## config.mk

```make
export PLATFORM = sky130hd
export DESIGN_NAME = micro_sequencer
export DESIGN_NICKNAME = d
export VERILOG_FILES = /design/src/rtl/micro_sequencer.sv
export SDC_FILE = /design/constraint.sdc
export NUM_CORES = 1
export LEC_CHECK = 0
export ABC_AREA = 1
export CAP_MARGIN = 20
export CELL_PAD_IN_SITES_DETAIL_PLACEMENT = 0
export CELL_PAD_IN_SITES_GLOBAL_PLACEMENT = 1
export CORE_AREA = 2 2 88 90
export CTS_CLUSTER_DIAMETER = 150
export CTS_CLUSTER_SIZE = 12
export DETAILED_ROUTE_END_ITERATION = 16
export DIE_AREA = 0 0 90 92
export HOLD_SLACK_MARGIN = 0.06
export PLACE_DENSITY = 0.8
export SLEW_MARGIN = 20
export SYNTH_ARGS = -nofsm -noshare
export SYNTH_HDL_FRONTEND = slang
export SYNTH_SLANG_ARGS = --single-unit
```

## constraint.sdc

```tcl
create_clock -name CLK -period 2.3 [get_ports CLK]
set_clock_uncertainty 0.05 [all_clocks]
set_input_delay 0.345 -clock CLK [delete_from_list [all_inputs] [get_ports CLK]]
set_output_delay 0.345 -clock CLK [all_outputs]
set_load 0.01 [all_outputs]
```

## src/rtl/micro_sequencer.sv

```systemverilog
// Microprogram sequencer: computes the next control-store address with dispatch,
// conditional branch, call/return stack, stall and halt/restart handling.
`timescale 1ns/1ps
module micro_sequencer #(
    parameter int                ADDR_W      = 8,
    parameter int                STACK_DEPTH = 4,
    parameter logic [ADDR_W-1:0] RESET_ADDR  = '0
) (
    input  logic              CLK,
    input  logic              RSTN,
    input  logic              START,
    input  logic [ADDR_W-1:0] IR,
    input  logic [ADDR_W-1:0] ADDR,
    input  logic              JMPC,
    input  logic              JCOND,
    input  logic              Z,
    input  logic              CALL,
    input  logic              RET,
    input  logic              HALT_OP,
    input  logic              STALL,
    output logic [ADDR_W-1:0] MPC,
    output logic [1:0]        STATE,
    output logic [2:0]        DEPTH,
    output logic              ERR
);

    typedef enum logic [1:0] {
        S_IDLE = 2'b00,
        S_RUN  = 2'b01,
        S_WAIT = 2'b10,
        S_HALT = 2'b11
    } state_e;

    localparam int         PTR_W     = (STACK_DEPTH > 1) ? $clog2(STACK_DEPTH) : 1;
    localparam logic [2:0] DEPTH_MAX = 3'(STACK_DEPTH);

    state_e            state_q, state_d;
    logic [ADDR_W-1:0] mpc_q, mpc_d;
    logic [2:0]        depth_q, depth_d;
    logic              err_q, err_d;
    logic              push_en;

    logic [ADDR_W-1:0] stack_q [2**PTR_W];

    logic [ADDR_W-1:0] mpc_plus1;
    logic [PTR_W-1:0]  push_idx;
    logic [PTR_W-1:0]  pop_idx;
    logic              run_go;
    logic              stop_err;

    assign mpc_plus1 = mpc_q + ADDR_W'(1);
    assign push_idx  = depth_q[PTR_W-1:0];
    assign pop_idx   = push_idx - PTR_W'(1);
    assign run_go    = (state_q == S_RUN) && !STALL;

    // Any of these ends the program with ERR: both stack ops at once, or a stack op past its limit.
    assign stop_err  = (CALL && RET)
                     || (RET  && (depth_q == 3'd0))
                     || (CALL && (depth_q == DEPTH_MAX));

    always_ff @(posedge CLK or negedge RSTN) begin
        if (!RSTN) begin
            state_q <= S_IDLE;
            mpc_q   <= RESET_ADDR;
            depth_q <= 3'd0;
            err_q   <= 1'b0;
        end else begin
            state_q <= state_d;
            mpc_q   <= mpc_d;
            depth_q <= depth_d;
            err_q   <= err_d;
        end
    end

    // Stack entries carry no reset; DEPTH alone says which ones are valid.
    always_ff @(posedge CLK) begin
        if (push_en) begin
            stack_q[push_idx] <= mpc_plus1;
        end
    end

    always_comb begin
        state_d = state_q;
        case (state_q)
            S_IDLE: if (START) state_d = S_RUN;
            S_RUN: begin
                if (STALL) begin
                    state_d = S_WAIT;
                end else if (HALT_OP || stop_err) begin
                    state_d = S_HALT;
                end
            end
            S_WAIT: if (!STALL) state_d = S_RUN;
            S_HALT: if (START) state_d = S_IDLE;
            default: state_d = S_IDLE;
        endcase
    end

    always_comb begin
        mpc_d   = mpc_q;
        depth_d = depth_q;
        err_d   = err_q;
        push_en = 1'b0;
        if ((state_q == S_HALT) && START) begin
            mpc_d   = RESET_ADDR;
            depth_d = 3'd0;
            err_d   = 1'b0;
        end else if (run_go) begin
            if (HALT_OP) begin
                mpc_d = mpc_q;
            end else if (stop_err) begin
                err_d = 1'b1;
            end else if (RET) begin
                mpc_d   = stack_q[pop_idx];
                depth_d = depth_q - 3'd1;
            end else if (CALL) begin
                push_en = 1'b1;
                mpc_d   = ADDR;
                depth_d = depth_q + 3'd1;
            end else if (JMPC) begin
                mpc_d = IR;
            end else if (JCOND && !Z) begin
                mpc_d = mpc_plus1;
            end else begin
                mpc_d = ADDR;
            end
        end
    end

    assign MPC   = mpc_q;
    assign STATE = state_q;
    assign DEPTH = depth_q;
    assign ERR   = err_q;

endmodule

```

==> results of run 1 <==
==> per-stage QoR <==
stage | cells | utilization
floorplan | 303 | -
global placement | 447 | 0.414
CTS | 455 | 0.427
detailed placement | 447 | 0.414
finish | 455 | 0.427
global route | 455 | 0.427
==> worst register-to-register path, stage by stage, from the launching register on <==
cell and delay (ns):
sky130_fd_sc_hd__dfrtp_1 0.40, sky130_fd_sc_hd__inv_1 0.12, sky130_fd_sc_hd__ha_1 0.46, sky130_fd_sc_hd__o21ai_0 0.17
sky130_fd_sc_hd__o21ai_0 0.25, sky130_fd_sc_hd__nor2_1 0.09, sky130_fd_sc_hd__nor2_1 0.15, sky130_fd_sc_hd__nand2_1 0.07
sky130_fd_sc_hd__nand2_1 0.05
==> path summary, 6_finish.rpt <==
check,from,end,slack [ns],cells after the start
max in group asynchronous,RSTN,MPC[7],1.34,1
max,DEPTH[1],MPC[3],0.44,8
min,RSTN,ERR,0.42,1
max reg2reg,DEPTH[1],MPC[3],0.44,8
min in group CLK,ERR,ERR,0.45,1
min reg2reg,ERR,ERR,0.45,1
==> logic make-up after synthesis <==
group,Yosys count
fa+ha+maj,6
compound gates,42
flops,46
simple gates,161
buf+inv,45
xor+xnor,3
==> synth_stat cells, types with 2 or more instances <==
| cell type | count | area [um2] |
|---|---|---|
| sky130_fd_sc_hd__nor2_1 | 44 | 165 |
| sky130_fd_sc_hd__inv_2 | 2 | 7.51 |
| sky130_fd_sc_hd__o21bai_1 | 2 | 15.0 |
| sky130_fd_sc_hd__a21oi_1 | 6 | 30.0 |
| sky130_fd_sc_hd__edfxtp_1 | 32 | 961 |
| sky130_fd_sc_hd__dfrtp_1 | 14 | 350 |
| sky130_fd_sc_hd__nand3_1 | 25 | 125 |
| sky130_fd_sc_hd__ha_1 | 5 | 62.6 |
| sky130_fd_sc_hd__o21ai_0 | 25 | 125 |
| sky130_fd_sc_hd__inv_1 | 35 | 131 |
| sky130_fd_sc_hd__buf_6 | 2 | 22.5 |
| sky130_fd_sc_hd__o211ai_1 | 4 | 30.0 |
| sky130_fd_sc_hd__nand2_1 | 82 | 308 |
| sky130_fd_sc_hd__o22ai_1 | 2 | 12.5 |
| sky130_fd_sc_hd__xor2_1 | 2 | 17.5 |
| sky130_fd_sc_hd__buf_2 | 3 | 15.0 |
==> metal layers <==
layer  global-route usage  vias to the layer above
met3               0.0173                        6
met2                0.259                       63
met5                    0                        -
met4               0.0449                        0
li1                     -                     1082
met1                0.220                      960
==> flip-flops by register name, summed over array words and instances, names as in the netlist <==
name     flops
ERR          1
stack_q     32
MPC          8
DEPTH        3
STATE        2
==> power by group <==
part | internal (W) | total [W] | leakage [nW] | switching, W
combinational | 0.000529 | 0.00135 | 0.851 | 0.000820
clock | 0.000214 | 0.000479 | 0.0441 | 0.000266
sequential | 0.00108 | 0.00123 | 0.474 | 0.000147
==> cell type report <==
class                      instances  area, um2  share of cell area
multi-input combinational        212       1040               0.327
inverter                          38        143              0.0449
clock buffer                       5       68.8              0.0217
timing repair buffer              49        465               0.147
sequential                        46       1310               0.413
clock inverter                     3       21.3             0.00670
tap                              102        128              0.0402
==> tab_implementation.tex, run 1 <==
\begin{tabular}{lr}
\hline
Metric & Value \\
\hline
\multicolumn{2}{l}{\textbf{Global route}} \\
\quad Global router's overall resource usage & 0.157 \\
\quad Largest net degree at the start of global routing & 22 \\
\quad Antenna violations before repair & 0 \\
\quad Via count of the first global-routing pass & 2039 \\
\quad Overflow after GRT & 0 \\
\quad Global-route wire length before repair & 10.4 mm \\
\multicolumn{2}{l}{\textbf{Routing}} \\
\quad First-pass iteration count of the detailed router & 4 \\
\quad Post-detailed-route count of antenna-violating nets & 0 \\
\quad Top metal layer carrying routed signals & met4 \\
\quad Length of routed met3 wiring & approximately 220 um \\
\quad Vias after detailed routing & $\sim$2100 \\
\quad Detailed-route wire length & 6.16 mm \\
\quad Routed length on met2 & between 2 and 3 mm \\
\quad Vias per inst & 4.64 \\
\quad Violation count after the first detailed-routing iteration & 72 \\
\quad Post-route met1 wirelength & 2.90 mm \\
\quad Routed wirelength normalized by instance count & roughly 14 um \\
\quad DR DRC count & 0 \\
\multicolumn{2}{l}{\textbf{Floorplanning}} \\
\quad Floorplan core area & 7450 um2 \\
\quad Area of the die & between 8000 and 9000 um2 \\
\quad Chip width & 90 um \\
\quad Count of boundary I/O pins & 40 \\
\quad Effective utilization at floorplan & 0.341 \\
\quad Row count & 32 \\
\quad Vertical die dimension & 92 um \\
\multicolumn{2}{l}{\textbf{Timing}} \\
\quad Final count of hold timing violations & 0 \\
\quad Final worst-path setup slack & 0.439 ns \\
\quad Slew Limit Headroom & 0.536 \\
\quad Peak clock frequency supported by timing & around 540 MHz \\
\quad RSZ-0062 raised after global routing & no \\
\quad Final worst path period share & 0.809 \\
\quad Actual transition at the worst max-transition pin & roughly 0.69 ns \\
\quad Accumulated negative setup slack & 0 ns \\
\quad Fin. max-slew vios & 0 \\
\quad Period minus WS final & 1.86 ns \\
\quad Count of final setup violators & 0 \\
\quad Worst hold slack & 0.419 ns \\
\multicolumn{2}{l}{\textbf{Logic synthesis}} \\
\quad Arithmetic-cell share of the synthesized area counting full adders, half adders and majority gates & 0.0325 \\
\quad Synthesized-area fraction occupied by xor and xnor cells & 0.0103 \\
\quad Synthesized Nets & 335 \\
\quad Fraction of the mapped netlist area in simple logic gates & 0.273 \\
\quad Mean area per synthesized cell & 8.39 um2 \\
\quad Dominant synthesized flop cell & sky130\_fd\_sc\_hd\_\_edfxtp\_1 \\
\quad Ys async rst share & 0.304 \\
\quad Count of flip-flops with a built-in enable after synthesis & 32 \\
\quad Number of different library cells in the post-synthesis netlist & 34 \\
\quad Post-Syn Area & 2540 um2 \\
\quad Proportion of synthesized area in mux cells & 0 \\
\quad Sequential-to-total area share from yosys stat & 0.516 \\
\quad Post-Synthesis Cells & approximately 300 \\
\quad Dominant combinational cell family by area after synthesis & simple AND/OR/NAND/NOR gates \\
\quad Synth Register Bits & 46 \\
\quad Post-synthesis compound-gate area fraction & 0.0935 \\
\quad Warning count from the yosys run & 0 \\
\multicolumn{2}{l}{\textbf{Pwr}} \\
\quad Total power per unit cell area & 962 nW/um2 \\
\quad Leakage power figure & between 1 and 1.5 nW \\
\quad Total power draw & 0.00306 W \\
\quad Max IR drop VDD & between 300 and 400 uV \\
\multicolumn{2}{l}{\textbf{Critical path}} \\
\quad Crit-path max cell delay & about 0.46 ns \\
\quad Ordered list of cells on the worst path & inv\_1 -> ha\_1 -> o21ai\_0 -> o21ai\_0 -> nor2\_1 -> nor2\_1 -> nand2\_1 -> nand2\_1 \\
\quad Maximum net fanout on the critical path & 9 \\
\quad Slowest cell on the critical path & sky130\_fd\_sc\_hd\_\_ha\_1 \\
\quad Crit end category & register \\
\quad Type of element launching the critical path & register \\
\quad Required time at the endpoint of the critical path & 2.48 ns \\
\quad Top Family by Delay on Critical Path & adder cells \\
\quad Buffers \& Inverters on Critical Path & 1 \\
\quad Arrival time reported for the critical path endpoint & just over 2 ns \\
\quad Kind of critical path & reg2reg \\
\multicolumn{2}{l}{\textbf{Place}} \\
\quad Instance area at placement & 3090 um2 \\
\quad IO buf count & 39 \\
\quad Last weighted congestion value of the routability-driven placer & 0.825 \\
\quad Setup slack after placement & 0.241 ns \\
\quad HPWL reported at the end of detailed placement & 4.81 mm \\
\multicolumn{2}{l}{\textbf{Clock tree}} \\
\quad Later-pin clock latency in the skew report & 0.29 ns \\
\quad Clock transition at path regs & 0.09 ns \\
\quad Number of buffers inserted for hold repair after clock tree synthesis & 0 \\
\quad Buffer cell driving the clock tree root & sky130\_fd\_sc\_hd\_\_clkbuf\_8 \\
\quad CTS Buf Count & 5 \\
\quad Total number of clock tree sinks & 46 \\
\quad Cts repair resizes & 0 \\
\quad Clock tree from TritonCTS & yes \\
\quad Post CTS Setup Buffer Count & 0 \\
\quad Buffer depth of the longest clock path & 2 \\
\quad H-Tree Depth & 2 \\
\multicolumn{2}{l}{\textbf{Cells and area}} \\
\quad Layout cells sized above 1 & 0.0793 \\
\quad Cell area after layout & 3180 um2 \\
\quad Number of diodes & 0 \\
\quad Leading cell type in the layout, fill and taps excluded & sky130\_fd\_sc\_hd\_\_nand2\_1 \\
\quad Final net count & 384 \\
\quad Fill count & 755 \\
\quad Most frequent cells in the layout & sky130\_fd\_sc\_hd\_\_nand2\_1 (82), sky130\_fd\_sc\_hd\_\_nor2\_1 (44), sky130\_fd\_sc\_hd\_\_clkdlybuf4s50\_1 (39) \\
\quad Synth-to-Final Area Change & 25.0\% \\
\multicolumn{2}{l}{\textbf{Outcome}} \\
\quad Result of the run & complete, no violations \\
\multicolumn{2}{l}{\textbf{Job}} \\
\quad Max-cap viol count & 0 \\
\multicolumn{2}{l}{\textbf{Hold path}} \\
\quad Class of the most critical hold timing path & in2async \\
\hline
\end{tabular}
(Power assumes the default switching activity.)
==> run 2: changes to the inputs <==
- clock period: 2.3 -> 1.7 ns (I/O delays scaled with it)
==> run 2 against run 1 <==
Net effect: clock power grew 70%; first-iteration DRC count is 32% higher; cell count increased by 2.2%.
==> tab_implementation.tex, run 2 (synthesized netlist as in run 1, its figures left out) <==
\begin{tabular}{lr}
\hline
Metric & Value \\
\hline
\multicolumn{2}{l}{\textbf{Place}} \\
\quad Instance area at placement & 3230 um2 (+4.8\%) \\
\quad Last weighted congestion value of the routability-driven placer & 0.754 (-8.6\%) \\
\quad IO buf count & 39 (unchanged) \\
\quad HPWL reported at the end of detailed placement & 4.58 mm (-4.8\%) \\
\multicolumn{2}{l}{\textbf{Timing}} \\
\quad Final count of hold timing violations & 0 (unchanged) \\
\quad RSZ-0062 raised after global routing & yes \\
\quad Fin. max-slew vios & 0 (unchanged) \\
\quad Actual transition at the worst max-transition pin & 0.368 ns (-0.325 ns) \\
\quad Period minus WS final & 1.63 ns \\
\quad Worst hold slack & 0.217 ns (-0.202 ns) \\
\quad Count of final setup violators & 0 (unchanged) \\
\quad Slew Limit Headroom & 0.754 (+0.218) \\
\quad Peak clock frequency supported by timing & 613 MHz \\
\quad Final worst path period share & 0.959 \\
\multicolumn{2}{l}{\textbf{Hold path}} \\
\quad Class of the most critical hold timing path & in2async \\
\multicolumn{2}{l}{\textbf{Floorplanning}} \\
\quad Floorplan core area & 7450 um2 (unchanged) \\
\quad Area of the die & 8280 um2 (unchanged) \\
\quad Vertical die dimension & 92 um (unchanged) \\
\quad Count of boundary I/O pins & 40 (unchanged) \\
\quad Effective utilization at floorplan & 0.341 (unchanged) \\
\quad Row count & 32 (unchanged) \\
\quad Chip width & 90 um (unchanged) \\
\multicolumn{2}{l}{\textbf{Critical path}} \\
\quad Arrival time reported for the critical path endpoint & 1.33 ns (-0.71 ns) \\
\quad Buffers \& Inverters on Critical Path & 1 (unchanged) \\
\quad Required time at the endpoint of the critical path & 1.39 ns (-1.09 ns) \\
\quad Start point of the critical path & DEPTH[2] \\
\quad Setup crit end & DEPTH[2] \\
\quad Maximum net fanout on the critical path & 4 (-5) \\
\quad End of the worst register-to-register path & DEPTH[2] \\
\quad Type of element launching the critical path & register \\
\quad Reg-to-reg critical path startpoint & DEPTH[0] \\
\quad Crit-path max cell delay & 0.57 ns (+0.11 ns) \\
\quad Ordered list of cells on the worst path & clkdlybuf4s50\_1 \\
\quad Kind of critical path & reg2out \\
\quad Crit end category & output pin \\
\quad Slowest cell on the critical path & sky130\_fd\_sc\_hd\_\_clkdlybuf4s50\_1 \\
\quad Number of logic stages on the critical path including buffering & 1 (-7) \\
\quad Top Family by Delay on Critical Path & buffers and inverters \\
\quad R2R depth & 7 (-1) \\
\quad Setup slack, reg-to-reg & 0.09 ns (-0.35 ns) \\
\multicolumn{2}{l}{\textbf{Clock tree}} \\
\quad H-Tree Depth & 2 (unchanged) \\
\quad Later-pin clock latency in the skew report & 0.29 ns (about the same) \\
\quad Clock tree from TritonCTS & yes \\
\quad CTS Buf Count & 5 (unchanged) \\
\quad Buffer depth of the longest clock path & 2 (unchanged) \\
\quad Total number of clock tree sinks & 46 (unchanged) \\
\quad Number of buffers inserted for hold repair after clock tree synthesis & 0 (unchanged) \\
\quad Buffer cell driving the clock tree root & sky130\_fd\_sc\_hd\_\_clkbuf\_8 \\
\quad Clock transition at path regs & 0.09 ns (about the same) \\
\multicolumn{2}{l}{\textbf{Routing}} \\
\quad First-pass iteration count of the detailed router & 4 (unchanged) \\
\quad Top metal layer carrying routed signals & met4 \\
\quad Vias per inst & 4.53 (-2.4\%) \\
\quad Vias after detailed routing & 2106 (-0.24\%) \\
\quad Post-route met1 wirelength & 2.60 mm (-10\%) \\
\quad Length of routed met3 wiring & 174 um (-20\%) \\
\quad Violation count after the first detailed-routing iteration & 95 (+32\%) \\
\quad Routed length on met2 & 3.01 mm (+1.7\%) \\
\quad Routed wirelength normalized by instance count & 12.6 um (-7.1\%) \\
\quad Post-detailed-route count of antenna-violating nets & 0 (unchanged) \\
\quad Detailed-route wire length & 5.84 mm (-5.1\%) \\
\quad DR DRC count & 0 (unchanged) \\
\multicolumn{2}{l}{\textbf{Cells and area}} \\
\quad Largest reg by FF count & stack\_q \\
\quad Layout cells sized above 1 & 0.146 (+0.0667) \\
\quad Fill count & 746 (-1.2\%) \\
\quad Number of diodes & 0 (unchanged) \\
\quad Final net count & 394 (+2.6\%) \\
\quad Flip-flop count of the largest register after layout & 32 (unchanged) \\
\quad Leading cell type in the layout, fill and taps excluded & sky130\_fd\_sc\_hd\_\_nand2\_1 \\
\quad Cell area after layout & 3390 um2 (+6.6\%) \\
\quad Synth-to-Final Area Change & 33.2\% \\
\quad Most frequent cells in the layout & sky130\_fd\_sc\_hd\_\_nand2\_1 (78), sky130\_fd\_sc\_hd\_\_nor2\_1 (39), sky130\_fd\_sc\_hd\_\_clkdlybuf4s50\_1 (38) \\
\quad Finished Core Util & 0.455 (+0.0282) \\
\multicolumn{2}{l}{\textbf{Pwr}} \\
\quad Total power per unit cell area & 1340 nW/um2 (+39\%) \\
\quad Leakage power figure & 1.44 nW (+5.2\%) \\
\quad Total power draw & 0.00452 W (+48\%) \\
\quad Max IR drop VDD & 565 uV (+65\%) \\
\multicolumn{2}{l}{\textbf{Outcome}} \\
\quad Result of the run & complete, no violations \\
\multicolumn{2}{l}{\textbf{Global route}} \\
\quad Global-route wire length before repair & 9.98 mm (-3.6\%) \\
\quad Overflow after GRT & 0 (unchanged) \\
\quad Via count of the first global-routing pass & 2121 (+4.0\%) \\
\quad Global router's overall resource usage & 0.152 (-0.00535) \\
\quad Antenna violations before repair & 0 (unchanged) \\
\quad Largest net degree at the start of global routing & 22 (unchanged) \\
\multicolumn{2}{l}{\textbf{Job}} \\
\quad Max-cap viol count & 0 (unchanged) \\
\hline
\end{tabular}
==> run 2: cell count changes in the layout (fill, tap and decap cells not counted), moves of 3 or more <==
cell / change
sky130_fd_sc_hd__buf_4: +8
sky130_fd_sc_hd__nor2_1: -5
sky130_fd_sc_hd__nand2_1: -4
sky130_fd_sc_hd__nor2_4: +4
sky130_fd_sc_hd__nand2_2: +3
sky130_fd_sc_hd__inv_6: +3
==> run 2: area by class of cell <==
type	count	area [um2]	area share
Sequential cell	46	1310	0.388
Clock buffer	5	68.8	0.0203
Multi-Input combinational cell	212	1130	0.334
Clock inverter	3	43.8	0.0129
Timing Repair Buffer	59	551	0.163
Inverter	38	153	0.0451
Tap cell	102	128	0.0377
==> run 2: worst min path at each step <==
stage	to	slack, ns	cells past startpoint
after global placement	ERR	0.43	1
final	ERR	0.22	2
after floorplan	DEPTH[0]	-0.09	0
after detailed placement	ERR	0.43	1
after CTS	DEPTH[2]	0.22	2
after global routing	STATE[1]	0.25	2
==> run 2: routing by layer <==
metal / vias up / global-route usage
met2: 43 / 0.277
met4: 0 / 0.0487
met3: 5 / 0.0222
met1: 955 / 0.184
li1: 1103 / -
met5: - / 0
==> run 2: report_power, final <==
group          internal, W  switching, W  total, W
logic             0.000887       0.00116   0.00205
clock network     0.000441      0.000373  0.000813
registers          0.00147      0.000198   0.00166
==> run 2: through the flow <==
| step | setup slack, ns | instances | setup TNS, ns |
|---|---|---|---|
| 2_1_floorplan | -0.178 | 303 | -5.14 |
| 4_1_cts | 0.00333 | 464 | 0 |
| 3_5_place_dp | -0.130 | 455 | -2.96 |
| 5_1_grt | -0.0155 | 465 | -0.172 |
| 6_report | 0.0698 | 465 | 0 |
| 3_3_place_gp | -0.0928 | 455 | -2.25 |
==> run 2: what timing repair did <==
| action | CTS | global route |
|---|---|---|
| pin swaps | 0 | 6 |
| buffers inserted | 1 | 1 |
| cloned | 0 | 0 |
| endpoints found under the setup margin | 1 | 44 |
| gates resized for setup | 4 | 5 |
==> run 3: changes to the inputs <==
- CELL_PAD_IN_SITES_DETAIL_PLACEMENT: 0 -> 1
- CELL_PAD_IN_SITES_GLOBAL_PLACEMENT: 1 -> 2
- CORE_AREA: 2 2 88 90 -> 2 2 97 99
- DIE_AREA: 0 0 90 92 -> 0 0 99 101
- PLACE_DENSITY: 0.8 -> 0.82
==> run 3 against run 2 <==
Net effect: design area rose by 1.7%; die area up 21%; hold slack got worse by 0.0035 ns; combinational power rose by 4%; global-route usage down 0.82 points; non-clock buffer count increased by 4; clock power grew 1%; power up 2.4%; maximum frequency fell by 1.9%; critical path type is now reg2reg; largest cell class unchanged.
==> tab_implementation.tex, run 3 (synthesized netlist as in run 1, its figures left out) <==
\begin{tabular}{lr}
\hline
Metric & Value \\
\hline
\multicolumn{2}{l}{\textbf{Floorplanning}} \\
\quad Area of the die & 10000 um2 (+21\%) \\
\quad Floorplan core area & 8980 um2 (+21\%) \\
\quad Chip width & 99 um (+10\%) \\
\quad Effective utilization at floorplan & 0.283 (-0.0582) \\
\quad Vertical die dimension & 101 um (+9.8\%) \\
\quad Count of boundary I/O pins & 40 (unchanged) \\
\quad Row count & 35 (+9.4\%) \\
\multicolumn{2}{l}{\textbf{Clock tree}} \\
\quad Buffer cell driving the clock tree root & sky130\_fd\_sc\_hd\_\_clkbuf\_8 \\
\quad Clock transition at path regs & 0.09 ns (about the same) \\
\quad Later-pin clock latency in the skew report & 0.30 ns (about the same) \\
\quad Buffer depth of the longest clock path & 2 (unchanged) \\
\quad H-Tree Depth & 2 (unchanged) \\
\quad Total number of clock tree sinks & 46 (unchanged) \\
\quad Clock tree from TritonCTS & yes \\
\quad CTS Buf Count & 5 (unchanged) \\
\quad Number of buffers inserted for hold repair after clock tree synthesis & 0 (unchanged) \\
\multicolumn{2}{l}{\textbf{Critical path}} \\
\quad Required time at the endpoint of the critical path & 1.64 ns (+0.25 ns) \\
\quad Setup slack, reg-to-reg & 0.04 ns (-0.05 ns) \\
\quad End of the worst register-to-register path & stack\_q[2][6] \\
\quad Reg-to-reg critical path startpoint & DEPTH[0] \\
\quad Crit end category & register \\
\quad Setup crit end & stack\_q[2][6] \\
\quad Maximum net fanout on the critical path & 8 (+4) \\
\quad R2R depth & 8 (+1) \\
\quad Type of element launching the critical path & register \\
\quad Start point of the critical path & DEPTH[0] \\
\quad Arrival time reported for the critical path endpoint & 1.60 ns (+0.27 ns) \\
\quad Kind of critical path & reg2reg \\
\multicolumn{2}{l}{\textbf{Place}} \\
\quad HPWL reported at the end of detailed placement & 5.30 mm (+16\%) \\
\quad Last weighted congestion value of the routability-driven placer & 0.772 (+2.4\%) \\
\quad Instance count after placement with tap cells included & 467 (+2.6\%) \\
\quad IO buf count & 39 (unchanged) \\
\multicolumn{2}{l}{\textbf{Routing}} \\
\quad Detailed-route wire length & 6.65 mm (+14\%) \\
\quad Vias per inst & 4.53 (about the same) \\
\quad Violation count after the first detailed-routing iteration & 88 (-7.4\%) \\
\quad Post-detailed-route count of antenna-violating nets & 0 (unchanged) \\
\quad DR DRC count & 0 (unchanged) \\
\quad Routed wirelength normalized by instance count & 13.9 um (+11\%) \\
\quad First-pass iteration count of the detailed router & 5 (+1) \\
\quad Vias after detailed routing & 2165 (+2.8\%) \\
\multicolumn{2}{l}{\textbf{Cells and area}} \\
\quad Synth-to-Final Area Change & 35.5\% \\
\quad Leading cell type in the layout, fill and taps excluded & sky130\_fd\_sc\_hd\_\_nand2\_1 \\
\quad Flip-flop count of the largest register after layout & 32 (unchanged) \\
\quad Most frequent cells in the layout & sky130\_fd\_sc\_hd\_\_nand2\_1 (78), sky130\_fd\_sc\_hd\_\_nor2\_1 (39), sky130\_fd\_sc\_hd\_\_clkdlybuf4s50\_1 (38) \\
\quad Number of diodes & 0 (unchanged) \\
\quad Final cell count without fillers & 478 (+2.8\%) \\
\quad Fill count & 1046 (+40\%) \\
\quad Layout cells sized above 1 & 0.158 (+0.0120) \\
\quad Finished Core Util & 0.384 (-0.0711) \\
\quad Final net count & 398 (+1.0\%) \\
\quad Largest reg by FF count & stack\_q \\
\multicolumn{2}{l}{\textbf{Global route}} \\
\quad Global-route wire length before repair & 11.2 mm (+13\%) \\
\quad Largest net degree at the start of global routing & 22 (unchanged) \\
\quad Antenna violations before repair & 0 (unchanged) \\
\quad Via count of the first global-routing pass & 2226 (+5.0\%) \\
\quad Global router's overall resource usage & 0.143 (-0.00822) \\
\quad Overflow after GRT & 0 (unchanged) \\
\multicolumn{2}{l}{\textbf{Timing}} \\
\quad Actual transition at the worst max-transition pin & 0.265 ns (-0.103 ns) \\
\quad Slew Limit Headroom & 0.823 (+0.0689) \\
\quad Final count of hold timing violations & 0 (unchanged) \\
\quad Count of final setup violators & 0 (unchanged) \\
\quad Fin. max-slew vios & 0 (unchanged) \\
\quad Peak clock frequency supported by timing & 602 MHz (-1.9\%) \\
\quad RSZ-0062 raised after global routing & yes \\
\quad Final worst path period share & 0.977 (+0.0182) \\
\quad Period minus WS final & 1.66 ns (+0.0309 ns) \\
\multicolumn{2}{l}{\textbf{Job}} \\
\quad Max-cap viol count & 0 (unchanged) \\
\multicolumn{2}{l}{\textbf{Outcome}} \\
\quad Result of the run & complete, no violations \\
\multicolumn{2}{l}{\textbf{Pwr}} \\
\quad Total power draw & 0.00463 W (+2.4\%) \\
\quad Total power per unit cell area & 1340 nW/um2 (+0.70\%) \\
\quad Leakage power figure & 1.45 nW (+0.72\%) \\
\quad Max IR drop VDD & 376 uV (-33\%) \\
\multicolumn{2}{l}{\textbf{Hold path}} \\
\quad Class of the most critical hold timing path & in2async \\
\hline
\end{tabular}
run 3: changes by cell type in the layout (fill, tap and decap cells not counted), sizes merged:
cell      change
inv           -1
clkinvlp      +2
buf           +4
clkinv        -1
run 3: cell type report:
type	count	area, um2	share of cell area
multi-input combinational	212	1140	0.331
clock buffer	5	68.8	0.0200
clock inverter	3	45.0	0.0131
sequential	46	1310	0.381
tap	111	139	0.0403
timing repair buffer	63	586	0.170
inverter	38	153	0.0443
run 3: timing repair:
| action | 4_1_cts | 5_1_grt |
|---|---|---|
| setup endpoints to repair | 2 | 49 |
| setup buffers | 1 | 2 |
| resized for setup | 7 | 7 |
| pin swaps | 0 | 4 |
| cloned | 0 | 0 |
run 3: metal layers:
metal,global-route usage,part of all wire,vias to the layer above
met5,0,0,-
met4,0.0569,0.010,0
met3,0.0118,0.027,4
met2,0.252,0.51,37
met1,0.182,0.45,1013
li1,-,-,1111
run 3: how the worst min path moves through the flow:
stage | to | slack, ns | depth (start not counted)
4_1_cts | MPC[4] | 0.21 | 2
3_5_place_dp | ERR | 0.48 | 1
3_3_place_gp | ERR | 0.43 | 1
2_1_floorplan | DEPTH[0] | -0.09 | 0
5_1_grt | MPC[6] | 0.23 | 2
6_report | DEPTH[0] | 0.21 | 2
run 3: per-stage QoR:
stage	setup slack (ns)	area, um2	setup TNS [ns]	hold slack (ns)
final	0.0389	3440	0	0.214
after global routing	-0.0480	3440	-0.941	0.233
after CTS	-0.0337	3410	-0.376	0.215
after detailed placement	-0.160	3270	-3.49	0.485
after global placement	-0.104	3270	-2.06	0.434
after floorplan	-0.178	2640	-5.14	-0.0906
run 3: report_power, final:
group	leakage (nW)	internal, W	total [W]	switching [W]
logic	0.929	0.000926	0.00214	0.00121
registers	0.471	0.00147	0.00167	0.000203
clock network	0.0504	0.000437	0.000822	0.000385
run 3: critical path, stage by stage, from the launching register on:
cell	delay, ns
sky130_fd_sc_hd__dfrtp_1	0.38
sky130_fd_sc_hd__buf_6	0.12
sky130_fd_sc_hd__inv_6	0.03
sky130_fd_sc_hd__ha_4	0.16
sky130_fd_sc_hd__nand2_2	0.05
sky130_fd_sc_hd__nand2_2	0.05
sky130_fd_sc_hd__nand2_4	0.08
sky130_fd_sc_hd__nand3_4	0.14
sky130_fd_sc_hd__nor2_4	0.28
